[config.mk]
export PLATFORM = sky130hd
export DESIGN_NAME = rom_32x32
export DESIGN_NICKNAME = d
export VERILOG_FILES = /design/src/rtl/rom_32x32.sv
export SDC_FILE = /design/constraint.sdc
export NUM_CORES = 1
export LEC_CHECK = 0
export BUFFER_PORTS_ARGS = -buffer_cell sky130_fd_sc_hd__buf_2
export CAP_MARGIN = 10
export CORE_MARGIN = 10
export CORE_UTILIZATION = 38
export DETAILED_ROUTE_END_ITERATION = 8
export PLACE_DENSITY = 0.72
export SETUP_SLACK_MARGIN = 0.15
export SLEW_MARGIN = 20
export SYNTH_ARGS = -nofsm -noshare
export SYNTH_HDL_FRONTEND = slang
export SYNTH_SLANG_ARGS = --single-unit
[constraint.sdc]
create_clock -name clk -period 0.98 [get_ports clk]
set_input_delay 0.196 -clock clk [delete_from_list [all_inputs] [get_ports clk]]
set_output_delay 0.196 -clock clk [all_outputs]
set_load 0.005 [all_outputs]
[src/rtl/rom_32x32.sv]
// Instruction store for the small RISC-V core: 32 fixed words with a registered
// read port. The output register is cleared by reset; the table never changes.
module rom_32x32 (
  input  logic        clk,
  input  logic        rst,
  input  logic [4:0]  addr,
  output logic [31:0] data_out
);

  localparam logic [31:0] NOP = 32'h0000_0013;

  logic [31:0] rom_word;

  // Boot program; every unlisted word is a nop so no address ever reads X.
  always_comb begin
    rom_word = NOP;
    case (addr)
      5'd0:    rom_word = 32'h0010_0093;  // addi x1,x0,1
      5'd1:    rom_word = 32'h0020_0113;  // addi x2,x0,2
      5'd2:    rom_word = 32'h0020_81B3;  // add  x3,x1,x2
      5'd3:    rom_word = 32'h4011_0233;  // sub  x4,x2,x1
      5'd4:    rom_word = 32'h0020_F2B3;  // and  x5,x1,x2
      5'd5:    rom_word = 32'h0020_E333;  // or   x6,x1,x2
      5'd6:    rom_word = 32'h0020_C3B3;  // xor  x7,x1,x2
      5'd7:    rom_word = 32'h0030_2023;  // sw   x3,0(x0)
      5'd8:    rom_word = 32'h0000_2403;  // lw   x8,0(x0)
      5'd9:    rom_word = 32'h0034_0463;  // beq  x8,x3,+8
      default: rom_word = NOP;
    endcase
  end

  always_ff @(posedge clk) begin
    if (rst) data_out <= '0;
    else     data_out <= rom_word;
  end

endmodule

# After elaboration in Yosys (flattened, before gate mapping)
# Memories as Yosys holds them, arrays and structs flattened.
# Index checks and enable logic that the tools add are counted.
# word_totals
memories	1
mem_bits_ro	256
inputBits	7
ff_bits	32
latch_bits	0
mem_bits_rw	0
out_inout_bits	32
# memory_table
name	depth	width	read_ports	rd_ports_with_merged_regs	wr	line_no	text
(name not given)	16	16	1	0	0	17	case (addr)
# op_classes
bitwise	0
n_mux	1
shifts	0
order_cmp	0
n_mul	0
div_mod_pow	0
reduce_logical	1
addsub	0
eq_ne	0
# op_table
cell	n
5-bit two-way mux	1
2-bit OR reduction	1

# Longest topological paths before layout
# Gate-level depths: netlist (run 1).
# An unclocked memory read counts as a cell.
# depth
word_depth	2
depth_mapped	5
depth_no_buf	5

# Least setup slack after synthesis (run 1)
# OpenSTA, ideal clock, no wires.
# synth_timing
path_type	input -> register
from	input addr[0]
to	register data_out[20]
stages	5
slack_ps	42
t_required_ps	855
n_path_buf	0
t_arrival_ps	813
path_cell_list	inv_1 ha_1 nor2_1 a211oi_1 a211oi_1
# synth_via
elab_chain_len	1
# synth_rtl
element	line_no	text
from (decl)	6	input logic [4:0] addr,
memory read 16 x 16 bit	n/a	
to (signal assigned)	34	else data_out <= rom_word;
to (decl)	7	output logic [31:0] data_out
# No other way between the ends.
# A chain may end at the register's enable or synchronous reset.

# Worst setup path after layout (run 1)
# layout_timing
from	register data_out[1]
to	output data_out[1]
# No word-level cell between the ends.

==> flow_summary.ini, run 1 <==
[critical_path]
cp-end-kind = primary output
cp-start-kind = flip-flop
crit_family = flip-flops
cp_max_fo = 2
arrival_ns = 0.73
path_class = flip-flop to primary output
cp_num_buf_inv = 1
cp.depth = 1
crit_path_end = data_out[1]
critPathSlowestCell = dfxtp_2
cp_cell_sequence = buf_6
cpPeakStageDelay_ns = 0.34
cp.required_ns = 0.78
startpoint = data_out[1]

[flow_run]
maxCapViolCount = 0

[die]
io_pins = 39
initial_core_util_pct = 40.9
core_region_area_mm2 = 0.00176
chipWidth_um = 63.6
placementRows = 15
die_h_um = 63.6
die_area_mm2 = 0.00404

[drt]
dr.pass1.iters = 4
ant_nets = 0
drt_iter0_drc = 9
drc = 0
drt_wl_total_um = 1720
dr_total_vias = 544
wl_per_cell_um = 13.5
vias_per_cell = 4.25

[power_and_ir_drop]
power_frac_comb_pct = 16.2
swShare_pct = 25.9
p_clk_share_pct = 29.9
netSwitchingPower_mw = 0.304
ir_worst_vdd_v = 0.000545
p_seq_share_pct = 54.0
p_int_mw = 0.872
p_leak_nw = 0.453
power_density_mw_per_mm2 = 1260

[final_layout]
multi_input_area_um2 = 349
top_register = data_out
nNetsFinal = 116
area_growth_pct = 29.5
drive_above_1_share_pct = 48.5
final-seq-area_um2 = 307
largestRegisters = data_out (15)
fill_cells = 177
largest_register_ffs = 15
instances_no_fill = 128
diodes = 0

[global_routing]
grt_overflow = 0
grt_start_max_net_pins = 13
grt_pass1_wl_um = 2600
grt_use_total_pct = 7.79
grt_pass1_vias = 582
antenna_found_initial = 0

[yosys]
postSynthAreaPerCell_um2 = 9.61
netlist.area_leader.share_pct = 41.7
postSynthCellCount = 75
synth_seq_area_share_pct = 41.7
netlist_area_um2 = 721
synth_cell_types = 20
synth_area_leaders = dfxtp_1 (42%), buf_4 (20%), ha_1 (8.7%)
yosys_warnings = 0
yosysTopAreaCell = dfxtp_1
synth.ff_latch_count = 15

[clock_tree]
cts_made_buffers = 3
postCtsSetupBuffers = 0
cts_tree = yes
cts.clk_slew.worst_paths_ns = 0.09
clock_path_buffers = 2
clock_sinks = 15
hold_buffers = 0
cts_htree_levels = 1
root_buffer = clkbuf_4

[sta]
rsz0062_at_grt = yes
setup_ws_ns = 0.0555
slew_viol_final = 0
finalSetupViolCount = 0
min_period_ns = 0.925
hold_viol = 0
max_freq_mhz = 1080
finalCritPeriodShare_pct = 94.3

[placement]
place_inst = 124
hpwl_um = 1320
portBuffers = 24
dp_slack_ns = -0.156
globalplace.congestion = 0.745

[status]
status = finished, final reports clean

[min_path]
hold_class = primary input to flip-flop
hold_start = addr[0]
## cell type report
type	instances	area share [%]
multi-input combinational	50	37.4
sequential	15	32.8
timing repair buffer	30	22.0
tap	25	3.35
clock buffer	4	2.82
inverter	4	1.61
## routing by layer
metal / vias to the layer above / track usage, % / routed length (um)
li1: 267 / - / -
met1: 238 / 8.22 / 736
met2: 35 / 12.1 / 784
met3: 4 / 3.36 / 166
met4: 0 / 5.74 / 36
met5: - / 0 / 0
## placed cells by master (no fill, tap or decap), types with 3 or more instances in the layout
cell type  count
buf_2         17
conb_1        14
dfxtp_1       10
nor2_1         8
buf_4          7
buf_6          6
dfxtp_2        5
nand2_1        4
a211oi_2       4
ha_1           3
clkbuf_4       3
## through the flow
step / utilization (%) / hold WS, ns / cell area [um2] / total power [mW] / setup TNS, ns
finish: 52.9 / 0.126 / 933 / 1.18 / 0
floorplan: - / 0.268 / 797 / 0.784 / 0
CTS: 49.9 / 0.125 / 880 / 1.17 / 0
global route: 52.9 / 0.126 / 933 / 1.25 / 0
global placement: 48.2 / 0.471 / 851 / 0.814 / -0.231
detailed placement: 48.2 / 0.472 / 851 / 0.819 / -0.370
## power by group through the flow
stage	sequential (mW)	clock, mW	combinational [mW]
2_1_floorplan	0.651	0	0.133
3_3_place_gp	0.647	0	0.167
3_5_place_dp	0.647	0	0.172
4_1_cts	0.633	0.359	0.175
5_1_grt	0.637	0.404	0.212
6_report	0.635	0.351	0.190
## cells by family (layout without fill, tap and decap cells)
group           Yosys count  after routing  share of synthesized area [%]
buf+inv                  23             38                           21.9
compound gates            9              9                           10.2
other cells               1             14                          0.520
fa+ha+maj                 5              5                           8.68
simple gates             22             22                           17.0
flops                    15             15                           41.7
## synth_stat cells
library cell / instances
o21a_1: 1
dfxtp_1: 15
o21bai_1: 1
conb_1: 1
ha_1: 5
a311oi_1: 1
and4bb_2: 1
nor3_1: 2
a211oi_1: 2
nand3b_1: 2
nand2_1: 4
buf_4: 19
and2_1: 1
or3_4: 1
inv_1: 4
nor2_1: 9
nand2b_1: 1
a211oi_2: 2
a21oi_1: 2
nor3b_2: 1
## worst min path at each step
stage                     slack, ns            to  cells after the start
final                          0.13  data_out[12]                      2
after global routing           0.13   data_out[7]                      2
after CTS                      0.13   data_out[7]                      2
after detailed placement       0.47  data_out[12]                      2
after global placement         0.47  data_out[12]                      2
after floorplan                0.27   data_out[7]                      1
## timing repair
| item | in CTS | in global routing |
|---|---|---|
| setup endpoints to repair | 19 | 19 |
| pin swaps | 0 | 0 |
| gates resized for setup | 1 | 13 |
| hold endpoints to repair | 0 | 0 |
Note: power is estimated with default switching activity, not from simulation.
==> inputs of run 2 (changes only) <==
REMOVE_ABC_BUFFERS = 1   (was unset)
==> flow_summary.ini, run 2 (same netlist as run 1, synthesis figures left out) <==
[clock_tree]
cts.clk_slew.worst_paths_ns = 0.10
clock_path_buffers = 2
root_buffer = clkbuf_4
clock_sinks = 15
hold_buffers = 0
cts_htree_levels = 1
cts_made_buffers = 3
cts_tree = yes

[drt]
dr_total_vias = 537
drc = 0
ant_nets = 0
drt_iter0_drc = 7
wl_per_cell_um = 12.4
dr.pass1.iters = 4
drt_wl_total_um = 1600
vias_per_cell = 4.16

[sta]
max_freq_mhz = 1090
min_period_ns = 0.914
rsz0062_at_grt = yes
setup_tns_ns = 0
hold_viol = 0
finalCritPeriodShare_pct = 93.3
finalSetupViolCount = 0
slew_viol_final = 0

[global_routing]
grt_use_met3_pct = 2.30
antenna_found_initial = 0
grt_start_max_net_pins = 11
grt_pass1_wl_um = 2500
gr-max-usage-layer = met2
grt_overflow = 0
grt_pass1_vias = 584
grt_use_total_pct = 7.73
met1_usage_pct = 7.94
use_met2_pct = 12.6

[placement]
hpwl_um = 1310
place_inst = 125
portBuffers = 24
globalplace.congestion = 0.760
place_area_um2 = 831

[final_layout]
largest_register_ffs = 15
diodes = 0
top_register = data_out
mostFrequentLayoutCells = buf_2 (21), conb_1 (14), dfxtp_1 (9)
area_growth_pct = 28.0
drive_above_1_share_pct = 52.9
design_area_um2 = 922
final_common_cell = buf_2
fill_cells = 164
instances_no_fill = 129
largestRegisters = data_out (15)
nNetsFinal = 117
post-route-util_pct = 52.3

[power_and_ir_drop]
total_power_mw = 1.17
power_density_mw_per_mm2 = 1260
ir_worst_vdd_v = 0.000719
p_leak_nw = 0.449

[critical_path]
cp_cell_sequence = buf_2
crit_family = flip-flops
critPathSlowestCell = dfxtp_2
cp_num_buf_inv = 1
cp.required_ns = 0.78
cp-end-kind = primary output
cp-start-kind = flip-flop
cpPeakStageDelay_ns = 0.33
arrival_ns = 0.72
path_class = flip-flop to primary output
cp_max_fo = 2

[die]
chipWidth_um = 63.6
core_region_area_mm2 = 0.00176
io_pins = 39
die_h_um = 63.6
die_area_mm2 = 0.00404
initial_core_util_pct = 40.9
placementRows = 15

[min_path]
hold_class = primary input to flip-flop
timing.hold.worst_endpoint = data_out[4]
hold_start = rst
min_path_cells = 2

[status]
status = finished, final reports clean

[flow_run]
maxCapViolCount = 0
## run 2: changes by cell type in the layout (fill, tap and decap cells not counted)
cell,previous run,this run
buf_2,17,21
buf_6,6,3
ha_2,0,3
ha_1,3,1
a311oi_1,1,0
a311oi_2,0,1
dfxtp_1,10,9
dfxtp_2,5,6
ha_4,2,1
## run 2: layout make-up
class	instances	area, um2	share of cell area (%)
sequential	15	308	33.4
timing repair buffer	31	191	20.8
tap	25	31.3	3.39
clock buffer	4	26.3	2.85
multi-input combinational	50	350	38.0
inverter	4	15.0	1.63
## run 2: how the worst max path moves through the flow
stage / start / end / cells after the start
6_report: data_out[16] / data_out[16] / 1
5_1_grt: data_out[1] / data_out[1] / 1
4_1_cts: data_out[18] / data_out[6] / 1
3_5_place_dp: addr[0] / data_out[20] / 6
3_3_place_gp: addr[0] / data_out[20] / 6
2_1_floorplan: addr[0] / data_out[20] / 5
## run 2: repair_timing
action / 4_1_cts / 5_1_grt
gates resized for setup: 8 / 11
pin swaps: 1 / 1
buffers inserted: 0 / 0
endpoints found under the setup margin: 20 / 21
## run 2: metrics by stage
| step | worst slack (ns) | hold slack, ns |
|---|---|---|
| after floorplan | 0.0434 | 0.267 |
| after global placement | -0.142 | 0.406 |
| after detailed placement | -0.227 | 0.411 |
| after CTS | 0.0655 | 0.113 |
| after global routing | 0.0336 | 0.101 |
| final | 0.0661 | 0.111 |
## run 2: report_power, final
part / switching [mW] / internal [mW]
Clock: 0.181 / 0.157
Combinational: 0.103 / 0.0878
Sequential: 0.00547 / 0.630
Total: 0.290 / 0.875
## run 2: metal layers
layer / vias to the layer above / part of all wire (%) / wire, um
li1: 269 / - / -
met1: 234 / 45 / 713
met2: 30 / 46 / 728
met3: 4 / 6.3 / 101
met4: 0 / 3.6 / 57
met5: - / 0 / 0
